--- src/rtl/len5_pkg.sv ---
// Shared core-wide widths for the LEN5 integer datapath.
// Pure constants, no logic.
// Consumed by the commit and register-file blocks.
package len5_pkg;
  localparam int XLEN        = 32;
  localparam int REG_IDX_LEN = 5;
endpackage

--- src/rtl/int_rf_commit_if.sv ---
// ROB-head input side and integer register file write side of the commit writer.
// No logic; the commit writer is the slave, the ROB/RF environment is the master.
// rob_ready_o and rf_ready_i carry the valid/ready backpressure on each side.
interface int_rf_commit_if;
  import len5_pkg::*;

  logic                   rob_valid_i;
  logic                   rob_ready_o;
  logic [REG_IDX_LEN-1:0] rob_rd_idx_i;
  logic [XLEN-1:0]        rob_rd_value_i;
  logic                   rob_rd_we_i;
  logic                   rob_except_i;

  logic                   rf_valid_o;
  logic                   rf_ready_i;
  logic [REG_IDX_LEN-1:0] rf_rd_idx_o;
  logic [XLEN-1:0]        rf_rd_value_o;

  modport slave (
    input  rob_valid_i, rob_rd_idx_i, rob_rd_value_i, rob_rd_we_i, rob_except_i, rf_ready_i,
    output rob_ready_o, rf_valid_o, rf_rd_idx_o, rf_rd_value_o
  );

  modport master (
    output rob_valid_i, rob_rd_idx_i, rob_rd_value_i, rob_rd_we_i, rob_except_i, rf_ready_i,
    input  rob_ready_o, rf_valid_o, rf_rd_idx_o, rf_rd_value_o
  );
endinterface

--- src/rtl/int_rf_commit.sv ---
// Commit-side writer: queues retiring integer results and writes them to the int RF in order; counts retirements.
// Latency: accepted write appears on rf_valid_o one cycle later (zero cycles with INT_RF_COMMIT_BYPASS_EN and empty FIFO).
// Backpressure: rob_ready_o drops when the FIFO is full or an exception is draining; no combinational path from rf_ready_i.
module int_rf_commit #(
  parameter int DEPTH = 4,
  parameter int CNT_W = 64
) (
  input  logic             clk_i,
  input  logic             rst_i,
  int_rf_commit_if.slave   bus,
  output logic             except_o,
  output logic [CNT_W-1:0] instret_o,
  output logic             busy_o
);
  import len5_pkg::*;

  localparam int PTR_W = (DEPTH > 2) ? $clog2(DEPTH) : 1;

  typedef enum logic [1:0] {RUN, DRAIN, EXCEPT} state_t;

  typedef struct packed {
    logic [REG_IDX_LEN-1:0] idx;
    logic [XLEN-1:0]        value;
  } wr_t;

  state_t           state_q, state_d;
  logic [PTR_W-1:0] wr_ptr_q, wr_ptr_d;
  logic [PTR_W-1:0] rd_ptr_q, rd_ptr_d;
  logic [PTR_W:0]   count_q, count_d;
  logic [CNT_W-1:0] instret_q, instret_d;
  wr_t              mem_q [DEPTH];

  logic full, empty, accept, push_cand, push, pop, bypass;
  wr_t  head;

  assign full  = (count_q == (PTR_W+1)'(DEPTH));
  assign empty = (count_q == '0);
  assign head  = mem_q[rd_ptr_q];

  // Handshake decode: acceptance, push/pop qualification and RF-side outputs
  always_comb begin
    bus.rob_ready_o = (state_q == RUN) && !full && !rst_i;
    accept    = bus.rob_valid_i && bus.rob_ready_o;
    push_cand = accept && bus.rob_rd_we_i && (bus.rob_rd_idx_i != '0) && !bus.rob_except_i;
    pop       = !empty && bus.rf_ready_i;
`ifdef INT_RF_COMMIT_BYPASS_EN
    // An empty FIFO lets the accepted write go straight out; it is only stored if the RF stalls.
    bypass = empty && push_cand;
    push   = push_cand && !(bypass && bus.rf_ready_i);
`else
    bypass = 1'b0;
    push   = push_cand;
`endif
    bus.rf_valid_o    = !empty || bypass;
    bus.rf_rd_idx_o   = '0;
    bus.rf_rd_value_o = '0;
    if (bypass) begin
      bus.rf_rd_idx_o   = bus.rob_rd_idx_i;
      bus.rf_rd_value_o = bus.rob_rd_value_i;
    end else if (!empty) begin
      bus.rf_rd_idx_o   = head.idx;
      bus.rf_rd_value_o = head.value;
    end
  end

  // Next pointers, occupancy and retired-instruction count
  always_comb begin
    wr_ptr_d  = push ? wr_ptr_q + 1'b1 : wr_ptr_q;
    rd_ptr_d  = pop  ? rd_ptr_q + 1'b1 : rd_ptr_q;
    count_d   = count_q;
    if (push && !pop)      count_d = count_q + 1'b1;
    else if (!push && pop) count_d = count_q - 1'b1;
    instret_d = (accept && !bus.rob_except_i) ? instret_q + 1'b1 : instret_q;
  end

  // Datapath registers; reset discards queued writes
  always_ff @(posedge clk_i) begin
    if (rst_i) begin
      wr_ptr_q  <= '0;
      rd_ptr_q  <= '0;
      count_q   <= '0;
      instret_q <= '0;
    end else begin
      wr_ptr_q  <= wr_ptr_d;
      rd_ptr_q  <= rd_ptr_d;
      count_q   <= count_d;
      instret_q <= instret_d;
    end
  end

  // FIFO storage: written on push, deliberately left unreset
  always_ff @(posedge clk_i) begin
    if (push) mem_q[wr_ptr_q] <= '{idx: bus.rob_rd_idx_i, value: bus.rob_rd_value_i};
  end

  // FSM state register
  always_ff @(posedge clk_i) begin
    if (rst_i) state_q <= RUN;
    else       state_q <= state_d;
  end

  // FSM next state: exception accept starts a drain; leave drain once empty and idle
  always_comb begin
    state_d = state_q;
    unique case (state_q)
      RUN:     if (accept && bus.rob_except_i) state_d = DRAIN;
      DRAIN:   if (empty && !push && !pop)     state_d = EXCEPT;
      EXCEPT:  state_d = RUN;
      default: state_d = RUN;
    endcase
  end

  // FSM outputs
  always_comb begin
    except_o  = (state_q == EXCEPT);
    busy_o    = (state_q != RUN) || !empty;
    instret_o = instret_q;
  end

endmodule

--- src/flat_wrapper.sv ---
// flat-port wrapper written by rule: the top's interface ports become plain ports
module int_rf_commit_flat import len5_pkg::*;
#(
  parameter int DEPTH = 4,
  parameter int CNT_W = 64
)
  (clk_i, rst_i, except_o, instret_o, busy_o, bus_rob_valid_i, bus_rob_rd_idx_i, bus_rob_rd_value_i, bus_rob_rd_we_i, bus_rob_except_i, bus_rf_ready_i, bus_rob_ready_o, bus_rf_valid_o, bus_rf_rd_idx_o, bus_rf_rd_value_o);
  int_rf_commit_if bus_i ();
  input  logic clk_i;
  input  logic rst_i;
  output logic except_o;
  output logic [CNT_W-1:0] instret_o;
  output logic busy_o;
  input wire logic [$bits(bus_i.rob_valid_i)-1:0] bus_rob_valid_i;
  input wire logic [$bits(bus_i.rob_rd_idx_i)-1:0] bus_rob_rd_idx_i;
  input wire logic [$bits(bus_i.rob_rd_value_i)-1:0] bus_rob_rd_value_i;
  input wire logic [$bits(bus_i.rob_rd_we_i)-1:0] bus_rob_rd_we_i;
  input wire logic [$bits(bus_i.rob_except_i)-1:0] bus_rob_except_i;
  input wire logic [$bits(bus_i.rf_ready_i)-1:0] bus_rf_ready_i;
  output wire logic [$bits(bus_i.rob_ready_o)-1:0] bus_rob_ready_o;
  output wire logic [$bits(bus_i.rf_valid_o)-1:0] bus_rf_valid_o;
  output wire logic [$bits(bus_i.rf_rd_idx_o)-1:0] bus_rf_rd_idx_o;
  output wire logic [$bits(bus_i.rf_rd_value_o)-1:0] bus_rf_rd_value_o;
  assign bus_i.rob_valid_i = bus_rob_valid_i;
  assign bus_i.rob_rd_idx_i = bus_rob_rd_idx_i;
  assign bus_i.rob_rd_value_i = bus_rob_rd_value_i;
  assign bus_i.rob_rd_we_i = bus_rob_rd_we_i;
  assign bus_i.rob_except_i = bus_rob_except_i;
  assign bus_i.rf_ready_i = bus_rf_ready_i;
  assign bus_rob_ready_o = bus_i.rob_ready_o;
  assign bus_rf_valid_o = bus_i.rf_valid_o;
  assign bus_rf_rd_idx_o = bus_i.rf_rd_idx_o;
  assign bus_rf_rd_value_o = bus_i.rf_rd_value_o;
  int_rf_commit #(.DEPTH(DEPTH), .CNT_W(CNT_W)) u_core (.clk_i(clk_i), .rst_i(rst_i), .bus(bus_i), .except_o(except_o), .instret_o(instret_o), .busy_o(busy_o));
endmodule
--- config.mk ---
export PLATFORM = sky130hd
export DESIGN_NAME = int_rf_commit_flat
export DESIGN_NICKNAME = d
export VERILOG_FILES = /design/src/rtl/len5_pkg.sv /design/src/rtl/int_rf_commit_if.sv /design/src/rtl/int_rf_commit.sv /design/src/flat_wrapper.sv
export SDC_FILE = /design/constraint.sdc
export NUM_CORES = 1
export LEC_CHECK = 0
export CORE_UTILIZATION = 54
export DETAILED_ROUTE_END_ITERATION = 8
export PLACE_DENSITY = 0.88
export SLEW_MARGIN = 20
export SYNTH_ARGS = -nofsm -noshare
export SYNTH_HDL_FRONTEND = slang
export SYNTH_SLANG_ARGS = --single-unit
--- constraint.sdc ---
create_clock -name clk_i -period 5.5 [get_ports clk_i]
set_input_delay 1.375 -clock clk_i [delete_from_list [all_inputs] [get_ports clk_i]]
set_output_delay 1.375 -clock clk_i [all_outputs]
set_load 0.005 [all_outputs]
Word level (Yosys, flattened, before mapping)

Memory sizes are Yosys's and may differ from the RTL's. A register that Yosys moved wholly into a read port is not among the register bits.
Index checks and enable logic that the tools add are counted.

Bits in registers: 73
RAM bits: 148
Output and inout port bits: 105
Word-level logic and storage cells: 53
Memories kept: 1

Add/subtract/negate cells: 5
Equal/unequal tests: 5
Mux-type cells: 11
Reductions and logical operators: 26

Memory list:

| name         | words | width | read ports | clocked after Yosys merged registers in | write ports | line                | RTL |
|---|---|---|---|---|---|---|---|
| u_core.mem_q | 4     | 37    | 1          | 1                                       | 1           | int_rf_commit.sv:31 | `wr_t mem_q [DEPTH];` |

Operators with widths:

| operator                                             | number |
|---|---|
| adder 64 x 1 -> 64 bit (second input constant)       | 1 |
| 2-to-1 mux 32 bit                                    | 1 |
| logical AND 1 bit                                    | 13 |
| 2-to-1 mux 2 bit                                     | 4 |
| logical NOT 1 bit                                    | 6 |
| 2-to-1 mux 3 bit                                     | 2 |
| 2-to-1 mux 5 bit                                     | 1 |
| nonzero test 5 bit                                   | 1 |
| adder 2 x 1 -> 2 bit (second input constant)         | 2 |
| one-hot mux 2 bit (2 select lines)                   | 1 |
| nonzero test 2 bit                                   | 2 |
| adder 3 x 1 -> 3 bit (second input constant)         | 1 |
| equality test 3 bit (second input constant)          | 1 |
| logical NOT 3 bit                                    | 1 |
| subtractor 3 x 1 -> 3 bit (second input constant)    | 1 |
| equality test 2 x 1 -> 1 bit (second input constant) | 1 |
| equality test 2 bit (second input constant)          | 1 |
| logical NOT 2 bit                                    | 1 |
| 2-to-1 mux 1 bit                                     | 2 |
| != test 2 x 1 -> 1 bit (second input constant)       | 1 |
| != test 2 bit (second input constant)                | 1 |
| AND reduction 2 bit                                  | 1 |
| logical OR 1 bit                                     | 1 |

Logic depth before layout (Yosys ltp)

Depth after elaboration: 13
Mapped depth: 10
Depth with buffers taken out: 9

Worst setup path before layout

Ideal clock, no wire load.

Kind: input -> register
Start: input port rst_i
End: memory u_core.mem_q[0][0] (netlist bit), enable pin
Library setup time: 398 ps
Arrival: 3,609 ps
Path slack: 1,493 ps
Stages: 5
Buffers on the path: 1
Path through: or4b_4 -> or3_1 -> buf_2 -> nor2_1 -> and2_1

Longest elaborated chain between the ends: 8

RTL lines:

| what                                   | line                | RTL |
|---|---|---|
| start, declared                        | flat_wrapper.sv:10  | `input logic rst_i;` |
| logical NOT 1 bit                      | int_rf_commit.sv:42 | `bus.rob_ready_o = (state_q == RUN) && !full && !rst_i;` |
| logical AND 1 bit                      | int_rf_commit.sv:42 |  |
| logical AND 1 bit                      | int_rf_commit.sv:43 | `accept = bus.rob_valid_i && bus.rob_ready_o;` |
| logical AND 1 bit (3 in series)        | int_rf_commit.sv:44 | `push_cand = accept && bus.rob_rd_we_i && (bus.rob_rd_idx_i != '0) && !bus.rob_except_i;` |
| named net u_core.push                  | int_rf_commit.sv:33 | `logic full, empty, accept, push_cand, push, pop, bypass;` |
| 2-to-1 mux 1 bit                       | int_rf_commit.sv:93 | `if (push) mem_q[wr_ptr_q] <= '{idx: bus.rob_rd_idx_i, value: bus.rob_rd_value_i};` |
| 2-to-1 mux 1 bit (not written as such) | int_rf_commit.sv:93 |  |
| end, declared                          | int_rf_commit.sv:31 |  |

The timed path passes the listed nets, and every way through them passes these cells.

==> out/qor.csv <==
metric,value,unit
synth unique cells,40,
Bufs on Longest Clock Path,3,
worst flop-to-flop path endpoint,u_core.count_q[2],
worst-path fanout max,28,
P_sw,1.08,mW
crit path DAT,2.83,ns
most frequent cell after synthesis,edfxtp_1,
Post-CTS Resized,0,
largest net degree at the start of global routing,75,
nets,871,
Crit Path Category,flip-flop to output pin,
Routed WL per cell,19.0,µm
power share of the combinational group,24.2,%
Hold Crit Class,flip-flop to flip-flop,
Setup Total Neg Slack,0,ns
Detailed Place HPWL,12700,µm
worst hold stages,2,
Final Skew,0.0108,ns
max frequency,238,MHz
Slew @ Worst Pin,0.890,ns
post-synth top area share,48.5,%
Pre-antenna DRT Iters,5,
MaxCap Viol Count,0,
Clk network pwr share,33.8,%
Rel. slew slack,40.2,%
Cells after Synth,666,
Synth Area per Inst,13.8,µm²
FF-to-FF setup slack,2.29,ns
dpl ws,0.857,ns
Tcrit/Tclk final,76.4,%
Required @ worst endpoint,4.12,ns
post-synth top area cell,edfxtp_1,
hold endpoint,u_core.instret_o[63],
Antenna diodes,0,
CTS root buf,clkbuf_16,
post-route ant nets,0,
count of final hold-check violations,0,
TritonCTS Buffers,22,
worst r2r path cells,9,
Avg Vias per Cell,5.81,
DRT iter0 DRCs,466,
Post-Syn Nets,716,
sequential-to-total area share from yosys stat,64.8,%
TritonCTS Sinks,223,
post-CTS setup buffer count,0,
cts hold-fix bufs,0,
Total Power,4.45,mW
outcome,finished clean,
R2R Path Start,u_core.state_q[0],
Layout fillers,1100,
Post-Syn Area,9170,µm²
static leakage,3.68,nW
gr ovfl total,0,
largest cells by area after synthesis,"edfxtp_1 (48%), dfxtp_1 (16%), mux4_2 (9.1%)",
CTS tree,built,
worst hold start,u_core.instret_o[63],
initial antenna violation count,0,
DRC violations left,0,
Final Max Tran Viols,0,
chip height,132,µm
RePlAce Congestion,0.804,
maximum vdd ir drop,0.000224,V
worst skew pair latency,0.49,ns
Pint,3.38,mW
CP Launch Type,flip-flop,
final core occ,70.2,%
WL final,20100,µm
total die area,17500,µm²
DR vias,6138,
sw frac,24.2,%
"flops & latches, synth",223,
critical path capture point type,output pin,
Post-synth EDFFs,148,
Seq pwr share,42.0,%
I/O Pins,148,
synth-to-layout area growth,27.0,%
Main synth FF type,edfxtp_1,
top post-synthesis cells by count,"edfxtp_1 (148), dfxtp_1 (75), and2_1 (43), nor2_1 (43), a21oi_1 (38)",
area of the core,16600,µm²
Yosys warning total,0,
Starting Density,55.3,%
vias in the first global route,5884,
setup ws final,1.30,ns
Die X,132,µm
asr flop ratio synth,0,%
Final setup violation count,0,
RSZ-0062 raised after global routing,false,
fin crit period,4.20,ns
PortBufs,147,
Tot GR Track Use,23.1,%
number of H-tree levels,1,
Worst-path clk slew,0.06,ns
first-pass GRT wire length,31800,µm
row count,47,
share of cells above drive strength 1,11.8,%
Power Dens Cells,382,nW/µm²
[layout make-up]
cell class                      count  area (µm²)  share of cell area (%)
Timing Repair Buffer              159        1560                    13.4
Multi-Input combinational cell    407        3090                    26.5
Inverter                            8        30.0                   0.258
Sequential cell                   223        5950                    51.1
Clock inverter                      8        97.6                   0.838
Clock buffer                       32         651                    5.59
Tap cell                          220         275                    2.36
[metal layers]
| layer | GRT usage, % | wire length, µm | share of wire [%] | up-vias |
|---|---|---|---|---|
| met5 | 0 | 0 | 0 | - |
| met4 | 5.30 | 270 | 1.3 | 0 |
| met3 | 4.23 | 1600 | 7.9 | 24 |
| met2 | 37.6 | 9760 | 48 | 267 |
| met1 | 32.5 | 8500 | 42 | 2975 |
| li1 | - | - | - | 2872 |
[critical path, stage by stage, from the launching register on]
cell and delay [ns]:
dfxtp_2 0.56, buf_4 0.54, mux4_2 0.59, and2_1 0.19, clkdlybuf4s50_1 0.45
[flip-flops by register name, summed over array words and instances (netlist names), named ones only]
| signal | cells |
|---|---|
| u_core.count_q | 3 |
| u_core.wr_ptr_q | 2 |
| u_core.instret_o | 64 |
| u_core.rd_ptr_q | 2 |
| u_core.mem_q | 148 |
| u_core.state_q | 2 |
[power groups by stage]
stage                     logic (mW)  registers (mW)  clock network [mW]
final                           1.08            1.87                1.50
after global routing            1.16            1.88                1.60
after CTS                       1.09            1.87                1.54
after detailed placement        1.07            1.90                   0
after global placement          1.05            1.90                   0
after floorplan                0.549            1.88                   0
[layout by cell type, fill, tap and decap left out, types with 19 or more instances in the layout]
cell type	n
a21oi_1	38
and2_1	39
clkbuf_16	23
clkdlybuf4s50_1	146
dfxtp_1	74
edfxtp_1	148
mux4_2	37
nand2_1	28
nand3_1	19
nand4_1	35
nor2_1	43
o21ai_0	32
or3_1	33
xor2_1	23
[stage by stage]
stage          hold WS (ns)  cell area (µm²)  instances
2_1_floorplan         0.466             9170        666
3_3_place_gp          0.471            10900       1017
3_5_place_dp          0.481            10900       1017
4_1_cts               0.494            11600       1057
5_1_grt               0.546            11600       1057
6_report              0.495            11600       1057
[logic make-up (layout without fill, tap and decap cells)]
family / Yosys count / count (layout) / share of synthesized area [%]
and+or+nand+nor: 251 / 251 / 15.8
DFF: 223 / 223 / 64.8
AOI/OAI and AO/OA: 78 / 78 / 4.47
muxes: 39 / 39 / 9.30
buffers and inverters: 36 / 207 / 1.56
xor gates and xnor gates: 32 / 32 / 3.06
adders and majority gates: 7 / 7 / 1.04
[worst max-delay path by stage]
stage,from,to,slack (ns),cells after the start
CTS,flip-flop,bus_rf_rd_value_o[1],1.22,4
global placement,bus_rob_valid_i,u_core.count_q[2],0.96,10
floorplan,rst_i,u_core.mem_q[0][0],1.49,5
detailed placement,bus_rob_valid_i,u_core.count_q[2],0.86,10
finish,flip-flop,bus_rf_rd_value_o[1],1.30,4
global route,flip-flop,bus_rf_rd_value_o[4],1.11,4
Power figures use the tool's default switching activity.
